[config.mk]
export PLATFORM = sky130hd
export DESIGN_NAME = mem_port_arbiter
export DESIGN_NICKNAME = d
export VERILOG_FILES = /design/src/rtl/mem_port_arbiter.sv
export SDC_FILE = /design/constraint.sdc
export NUM_CORES = 1
export LEC_CHECK = 0
export BUFFER_PORTS_ARGS = -buffer_cell sky130_fd_sc_hd__buf_4
export CAP_MARGIN = 10
export CORE_MARGIN = 3
export CORE_UTILIZATION = 40
export DETAILED_ROUTE_END_ITERATION = 8
export HOLD_SLACK_MARGIN = 0.03
export PLACE_DENSITY = 0.67
export SETUP_SLACK_MARGIN = 0.3
export SLEW_MARGIN = 20
export SYNTH_ARGS = -nofsm -noshare
export SYNTH_HDL_FRONTEND = slang
export SYNTH_SLANG_ARGS = --single-unit
[constraint.sdc]
create_clock -name clk -period 1.9 [get_ports clk]
set_input_delay 0.095 -clock clk [delete_from_list [all_inputs] [get_ports clk]]
set_output_delay 0.095 -clock clk [all_outputs]
set_load 0.005 [all_outputs]
[src/rtl/mem_port_arbiter.sv]
// mem_port_arbiter: shares one single-ported, fixed-latency unified memory
// between the fetch stage (IF) and the memory stage (DM). One access is in
// flight at a time; read data is steered back to the stage that issued it,
// with byte-lane handling for sb/lbu. DM normally wins a conflict. After
// STARVE_LIMIT consecutive DM grants that leave IF waiting, IF wins the next one.
// Optional: define ARB_PERF_CNT_EN to add the perf_* wait/conflict counters.
module mem_port_arbiter #(
    parameter int ADDR_WIDTH   = 32,
    parameter int DATA_WIDTH   = 32,
    parameter int MEM_LATENCY  = 2,
    parameter int STARVE_LIMIT = 4
) (
    input  logic                  clk,
    input  logic                  rst_n,
    input  logic                  if_req,
    input  logic [ADDR_WIDTH-1:0] if_addr,
    output logic                  if_gnt,
    output logic                  if_rvalid,
    output logic [DATA_WIDTH-1:0] if_rdata,
    input  logic                  dm_req,
    input  logic                  dm_we,
    input  logic                  dm_byte,
    input  logic [ADDR_WIDTH-1:0] dm_addr,
    input  logic [DATA_WIDTH-1:0] dm_wdata,
    output logic                  dm_gnt,
    output logic                  dm_rvalid,
    output logic [DATA_WIDTH-1:0] dm_rdata,
    output logic                  mem_en,
    output logic                  mem_we,
    output logic [ADDR_WIDTH-1:0] mem_addr,
    output logic [3:0]            mem_be,
    output logic [DATA_WIDTH-1:0] mem_wdata,
    input  logic [DATA_WIDTH-1:0] mem_rdata,
`ifdef ARB_PERF_CNT_EN
    output logic [31:0]           perf_if_wait,
    output logic [31:0]           perf_dm_wait,
    output logic [31:0]           perf_conflict,
`endif
    output logic                  stall_f,
    output logic                  stall_m
);

    typedef enum logic {IDLE, WAIT} state_e;

    // The WAIT counter runs from MEM_LATENCY-2 down to 0.
    localparam int CNT_W = (MEM_LATENCY > 2) ? $clog2(MEM_LATENCY - 1) : 1;
    localparam logic [CNT_W-1:0] WAIT_INIT = CNT_W'((MEM_LATENCY > 2) ? MEM_LATENCY - 2 : 0);
    localparam int SC_W = (STARVE_LIMIT > 0) ? $clog2(STARVE_LIMIT + 1) : 1;
    localparam logic [SC_W-1:0] STARVE_MAX = SC_W'(STARVE_LIMIT);

    state_e                state_q, state_d;
    logic [CNT_W-1:0]      wait_cnt_q, wait_cnt_d;
    logic [SC_W-1:0]       starve_cnt_q, starve_cnt_d;
    logic                  owner_dm_q, owner_dm_d;
    logic                  byte_q, byte_d;
    logic [1:0]            off_q, off_d;
    logic                  if_rvalid_q, if_rvalid_d;
    logic                  dm_rvalid_q, dm_rvalid_d;
    logic [DATA_WIDTH-1:0] if_rdata_q, dm_rdata_q;
    logic [ADDR_WIDTH-1:0] mem_addr_q;
    logic [DATA_WIDTH-1:0] mem_wdata_q;

    logic                  can_grant;
    logic                  done;
    logic                  done_dm;
    logic [ADDR_WIDTH-1:0] win_addr;
    logic [7:0]            lane;
    logic [DATA_WIDTH-1:0] load_data;

    // Arbitration: grant only in IDLE and out of reset; DM first unless IF is starved.
    always_comb begin
        can_grant = rst_n && (state_q == IDLE);
        if_gnt    = can_grant && if_req && (!dm_req || (starve_cnt_q == STARVE_MAX));
        dm_gnt    = can_grant && dm_req && !if_gnt;
    end

    // Memory strobes come straight from the winner; address/wdata hold when idle.
    always_comb begin
        // NOTE: every output of a combinational block gets a default first, so no path leaves it unassigned and no latch is inferred.
        win_addr  = dm_gnt ? dm_addr : if_addr;
        mem_en    = if_gnt | dm_gnt;
        mem_we    = dm_gnt & dm_we;
        mem_be    = 4'b0000;
        mem_addr  = mem_addr_q;
        mem_wdata = mem_wdata_q;
        if (mem_en) begin
            mem_addr = win_addr & ~ADDR_WIDTH'(3);
            mem_be   = (dm_gnt && dm_byte) ? (4'b0001 << dm_addr[1:0]) : 4'b1111;
        end
        if (dm_gnt) begin
            mem_wdata = dm_byte ? {4{dm_wdata[7:0]}} : dm_wdata;
        end
    end

    // Access sequencing: latch owner/lane at grant, count out the latency, pulse rvalid.
    always_comb begin
        state_d    = state_q;
        wait_cnt_d = wait_cnt_q;
        owner_dm_d = owner_dm_q;
        byte_d     = byte_q;
        off_d      = off_q;
        done       = 1'b0;
        done_dm    = owner_dm_q;
        if (mem_en) begin
            owner_dm_d = dm_gnt;
            byte_d     = dm_gnt & dm_byte;
            off_d      = dm_addr[1:0];
        end
        if (MEM_LATENCY == 1) begin
            // Single-cycle memory: completion is the cycle after grant, no WAIT state.
            done    = mem_en;
            done_dm = dm_gnt;
        end else if (state_q == IDLE) begin
            if (mem_en) begin
                state_d    = WAIT;
                wait_cnt_d = WAIT_INIT;
            end
        end else begin
            if (wait_cnt_q == '0) begin
                state_d = IDLE;
                done    = 1'b1;
            end else begin
                wait_cnt_d = wait_cnt_q - 1'b1;
            end
        end
        if_rvalid_d = done & ~done_dm;
        dm_rvalid_d = done & done_dm;
    end

    // Starvation counter: counts DM wins over a waiting IF, saturating at the limit.
    always_comb begin
        starve_cnt_d = starve_cnt_q;
        if (if_gnt || !if_req) begin
            starve_cnt_d = '0;
        end else if (dm_gnt && (starve_cnt_q != STARVE_MAX)) begin
            starve_cnt_d = starve_cnt_q + 1'b1;
        end
    end

    // Return path: lbu picks and zero-extends one lane; the non-owner keeps its last data.
    always_comb begin
        lane      = mem_rdata[{off_q, 3'b000} +: 8];
        load_data = byte_q ? {{(DATA_WIDTH-8){1'b0}}, lane} : mem_rdata;
        if_rdata  = if_rvalid_q ? load_data : if_rdata_q;
        dm_rdata  = dm_rvalid_q ? load_data : dm_rdata_q;
    end

    assign if_rvalid = if_rvalid_q;
    assign dm_rvalid = dm_rvalid_q;
    assign stall_f   = if_req & ~if_rvalid;
    assign stall_m   = dm_req & ~dm_rvalid;

    // State and datapath registers; async reset discards any outstanding access.
    always_ff @(posedge clk or negedge rst_n) begin
        if (!rst_n) begin
            state_q      <= IDLE;
            wait_cnt_q   <= '0;
            starve_cnt_q <= '0;
            owner_dm_q   <= 1'b0;
            byte_q       <= 1'b0;
            off_q        <= 2'b00;
            if_rvalid_q  <= 1'b0;
            dm_rvalid_q  <= 1'b0;
            if_rdata_q   <= '0;
            dm_rdata_q   <= '0;
            mem_addr_q   <= '0;
            mem_wdata_q  <= '0;
        end else begin
            // NOTE: sequential state uses non-blocking assignments so every register samples pre-edge values.
            state_q      <= state_d;
            wait_cnt_q   <= wait_cnt_d;
            starve_cnt_q <= starve_cnt_d;
            owner_dm_q   <= owner_dm_d;
            byte_q       <= byte_d;
            off_q        <= off_d;
            if_rvalid_q  <= if_rvalid_d;
            dm_rvalid_q  <= dm_rvalid_d;
            if_rdata_q   <= if_rdata;
            dm_rdata_q   <= dm_rdata;
            mem_addr_q   <= mem_addr;
            mem_wdata_q  <= mem_wdata;
        end
    end

`ifdef ARB_PERF_CNT_EN
    // Saturating performance counters for stall cycles and arbitration conflicts.
    always_ff @(posedge clk or negedge rst_n) begin
        if (!rst_n) begin
            perf_if_wait  <= '0;
            perf_dm_wait  <= '0;
            perf_conflict <= '0;
        end else begin
            if (stall_f && (perf_if_wait != '1)) begin
                perf_if_wait <= perf_if_wait + 1'b1;
            end
            if (stall_m && (perf_dm_wait != '1)) begin
                perf_dm_wait <= perf_dm_wait + 1'b1;
            end
            if ((state_q == IDLE) && if_req && dm_req && (perf_conflict != '1)) begin
                perf_conflict <= perf_conflict + 1'b1;
            end
        end
    end
`endif

endmodule

==> results.txt <==
The run finished, with violations left. The checks that failed: negative setup slack. The class of the worst hold path was primary input to flip-flop. The ratio of total power to cell area came out at 1010 nW/um^2. Setup violations remaining at the end of the flow were counted as 83. The mean instance size in the synthesized netlist is 10.8 sq um.

After the first detailed-routing iteration, the DRC count stood at 563. The tools report the aggregate global-route resource usage as 0.311. STA puts the critical path data arrival time at 2.12 ns.

H-tree depth: 4. Data on the critical path is required at its endpoint by 1.80 ns. The total area inside the core boundary comes to 15,500 sq um. Across the run, the number of max-cap violations was 0. The die covers 17,700 sq um.

The largest incremental delay on the critical path came out at 0.38 ns. The fraction of post-synthesis cell area in the top cell type by area works out to 0.534. In the routed layout, each cell is associated on average with a via count of 5.71. CTS clock-pin slew for the worst setup and hold paths: 0.06 ns.

The tools report the share of synthesized area occupied by flip-flops and latches as 0.534. In this run the count of I/O pins placed on the die edge is 274. The total nets after synthesis is 733, and the detailed-router iteration count before antenna repair is 7. The highest net fanout along the worst path is 9, and the post-route worst setup slack is -0.314 ns. The count of nets left with antenna violations once routing finished came out at 0. After the last flow step, the layout net total stands at 1,174. The run gives 0 as the hold violation count in the final report. The layout-stage area growth over the synthesis result came out at 107%.

The post-synthesis cell area is 6460 sq um. Among all cell types in the netlist, the one instantiated most often is dfrtp_1. The smallest clock period supported by the final layout is computed as 2.21 ns. Pin count of the biggest net entering global routing: 128. Counting distinct cell types in the post-synthesis netlist gives 32.

Terminus of the critical flop-to-flop path: dm_rdata_q[6]$_DFF_PN0_. The initial antenna violation count was 1. TritonCTS built the clock tree. Worst clock skew: 0.00950 ns. The setup check on the worst reg-to-reg path leaves a slack of 0.02 ns.

The width of the chip came out at 133 um. Setup repair after global routing could not meet its margin everywhere. The normalized max-slew margin was 0.249. The via count of the first global-routing pass was 7,450. By count the netlist is led by 138 x dfrtp_1, 59 x mux2_2, 44 x a31oi_1.

The number of input and output port buffers inserted works out to 271. For this run, design rule violations remaining after detail routing come to 0. The worst setup path is launched from a flip-flop. By area the synthesized netlist is led by dfrtp_1 53%, mux2_2 10%, a31oi_1 4.3%. The total congestion overflow was 0.

The run gives 0.417 as the initial cell density of the core. The most used flip-flop cell after synthesis is dfrtp_1. Walking the worst path, the cells encountered are inv_2 > ha_4 > nand3_4 > and2_4 > buf_4 > buf_12 > mux2_2 > buf_4. The share of the clock period used by the worst path works out to 1.17.

The critical path in this run is classified as flip-flop to output port. The logs give 452 MHz for the timing-limited maximum frequency and 7,218 for the total number of vias. The floorplan die height is 133 um, and the transition time of the tightest slew-check pin is 1.12 ns. Critical register-to-register path startpoint: off_q[0]$_DFFE_PN0N_. After detailed routing, the average wire length per cell comes to 25.7 um. The run gives 45 as the number of placement rows.

Counting along the longest clock path gives a buffer depth of 2. The worst hold path begins at dm_wdata[15]. The clock net in this run drives a total of 138 sinks.

The latest clock arrival within the worst-skew pair is 0.42 ns, and the maximum resistive drop on vdd is 0.000635 V. Detailed placement finished with a half-perimeter wire length of 14,200 um. In this run, CTS created clock tree buffers numbering 17.

The cell taking the most area after synthesis was dfrtp_1. The cell repeated most along the worst path was buf_4. Summed over all cells, the static leakage comes to 6.05 nW. Wires add up to 32,500 um. The cell depth of the worst hold path is 3. The tools report the CTS root buffer as clkbuf_16.

Counting flops and latches in the post-synthesis netlist gives 138. The Yosys step of the flow raised 0 warnings. The first global-routing pass estimated 43,000 um of wire.

Routability-driven placement finished with a final weighted congestion of 0.831. The number of enable flip-flop cells after synthesis is 0, and the number of instances in the synthesized netlist is 597. At the placement stage, the worst setup path has a slack of -0.0687 ns.

The worst hold path terminates at mem_wdata_q[15]$_DFF_PN0_. The tools report the kind of end point of the critical path as an output port. The path depth of the worst reg2reg path was 9; the post-synthesis async set-or-reset flop share was 1.00. The tools report the number of pins with negative max-slew slack in the final report as 0. The slowest stage of the critical path belongs to the cell dfrtp_1. The fraction of final layout cells with drive strength greater than 1 is 0.595, and the end-of-flow core utilization is 0.865.
[worst max-delay path by stage]
stage	start	endpoint	slack (ns)	cells after the start
after global placement	starve_cnt_q[0]$_DFFE_PN0P_	mem_addr[21]	-0.02	7
after floorplan	starve_cnt_q[0]$_DFFE_PN0P_	mem_addr_q[24]$_DFF_PN0_	0.33	7
after CTS	starve_cnt_q[1]$_DFFE_PN0P_	mem_addr[7]	-0.30	8
after detailed placement	starve_cnt_q[0]$_DFFE_PN0P_	mem_addr[7]	-0.07	7
final	starve_cnt_q[0]$_DFFE_PN0P_	mem_wdata[0]	-0.31	8
after global routing	starve_cnt_q[0]$_DFFE_PN0P_	mem_wdata[18]	-0.38	8
[layer usage]
metal | track usage | share of wire | vias up
li1 | - | - | 3016
met1 | 0.365 | 0.36 | 3599
met2 | 0.546 | 0.51 | 496
met3 | 0.0812 | 0.084 | 107
met4 | 0.124 | 0.047 | 0
met5 | 0 | 0 | -
[cells in the final DEF, fill, tap and decap left out, types with 11 or more instances in the layout]
cell type | synthesis | routed
a21oi_1 | 35 | 24
a31oi_4 | 0 | 32
buf_12 | 0 | 16
buf_16 | 0 | 18
buf_4 | 1 | 272
buf_6 | 7 | 83
clkbuf_16 | 0 | 22
dfrtp_1 | 138 | 133
dlygate4sd3_1 | 0 | 76
inv_1 | 35 | 32
mux2_4 | 7 | 62
nand2_1 | 14 | 13
nand2b_1 | 34 | 31
nand3_1 | 38 | 34
nor2_1 | 18 | 18
nor2b_1 | 34 | 13
nor2b_2 | 0 | 11
o21ai_0 | 32 | 28
o311ai_4 | 0 | 29
[final cells by class]
class / instances / area [sq um]
diodes: 1 / 2.50
repair buffers: 474 / 4750
fillers: 658 / 2090
inverters: 35 / 131
clock inverters: 12 / 161
clock buffers: 20 / 467
flip-flops and latches: 138 / 3460
multi-input cells: 372 / 4150
well taps: 211 / 264
[power breakdown]
part / switching [mW] / internal, mW
combinational: 2.50 / 3.50
sequential: 0.281 / 3.68
clock: 1.35 / 2.19
[through the flow]
| stage | hold slack, ns | std cells | power [mW] | instance area (sq um) | TNS (ns) |
|---|---|---|---|---|---|
| floorplan | -0.201 | 597 | 5.28 | 6460 | 0 |
| global placement | -0.0540 | 1041 | 7.09 | 8720 | -0.0303 |
| detailed placement | -0.0546 | 1041 | 7.18 | 8720 | -0.188 |
| CTS | 0.0302 | 1213 | 12.4 | 12300 | -17.47 |
| global route | 0.0416 | 1263 | 13.9 | 13400 | -23.00 |
| finish | 0.0439 | 1263 | 13.5 | 13400 | -17.71 |
[timing repair]
action	in CTS	in global routing
gates resized for setup	253	126
hold buffers	76	1
pin swaps	37	33
hold endpoints to repair	194	11
gates cloned	18	6
setup buffers	46	42
endpoints found under the setup margin	204	327
[registers in the layout, indices dropped and copies added (netlist names)]
register      cells
dm_rdata_q       32
if_rdata_q       32
mem_addr_q       32
mem_wdata_q      32
starve_cnt_q      3
off_q             2
byte_q            1
dm_rvalid         1
done_dm           1
if_rvalid         1
state_q           1
[logic make-up after synthesis]
kind of cell / count (synthesis) / share of synthesized area
AO/OA/AOI/OAI: 152 / 0.152
flip-flops: 138 / 0.534
multiplexers: 66 / 0.119
AND/OR/NAND/NOR: 151 / 0.128
adder cells (fa/ha/maj): 2 / 0.00387
buffers and inverters: 88 / 0.0622
[critical path, delay by kind of cell, from the launching register on]
family        cells  cell delay (ns)
mux               1             0.36
fa+ha+maj         1             0.17
buf+inv           4             0.55
simple gates      2             0.24
flops             1             0.38
Power figures use the tool's default switching activity.
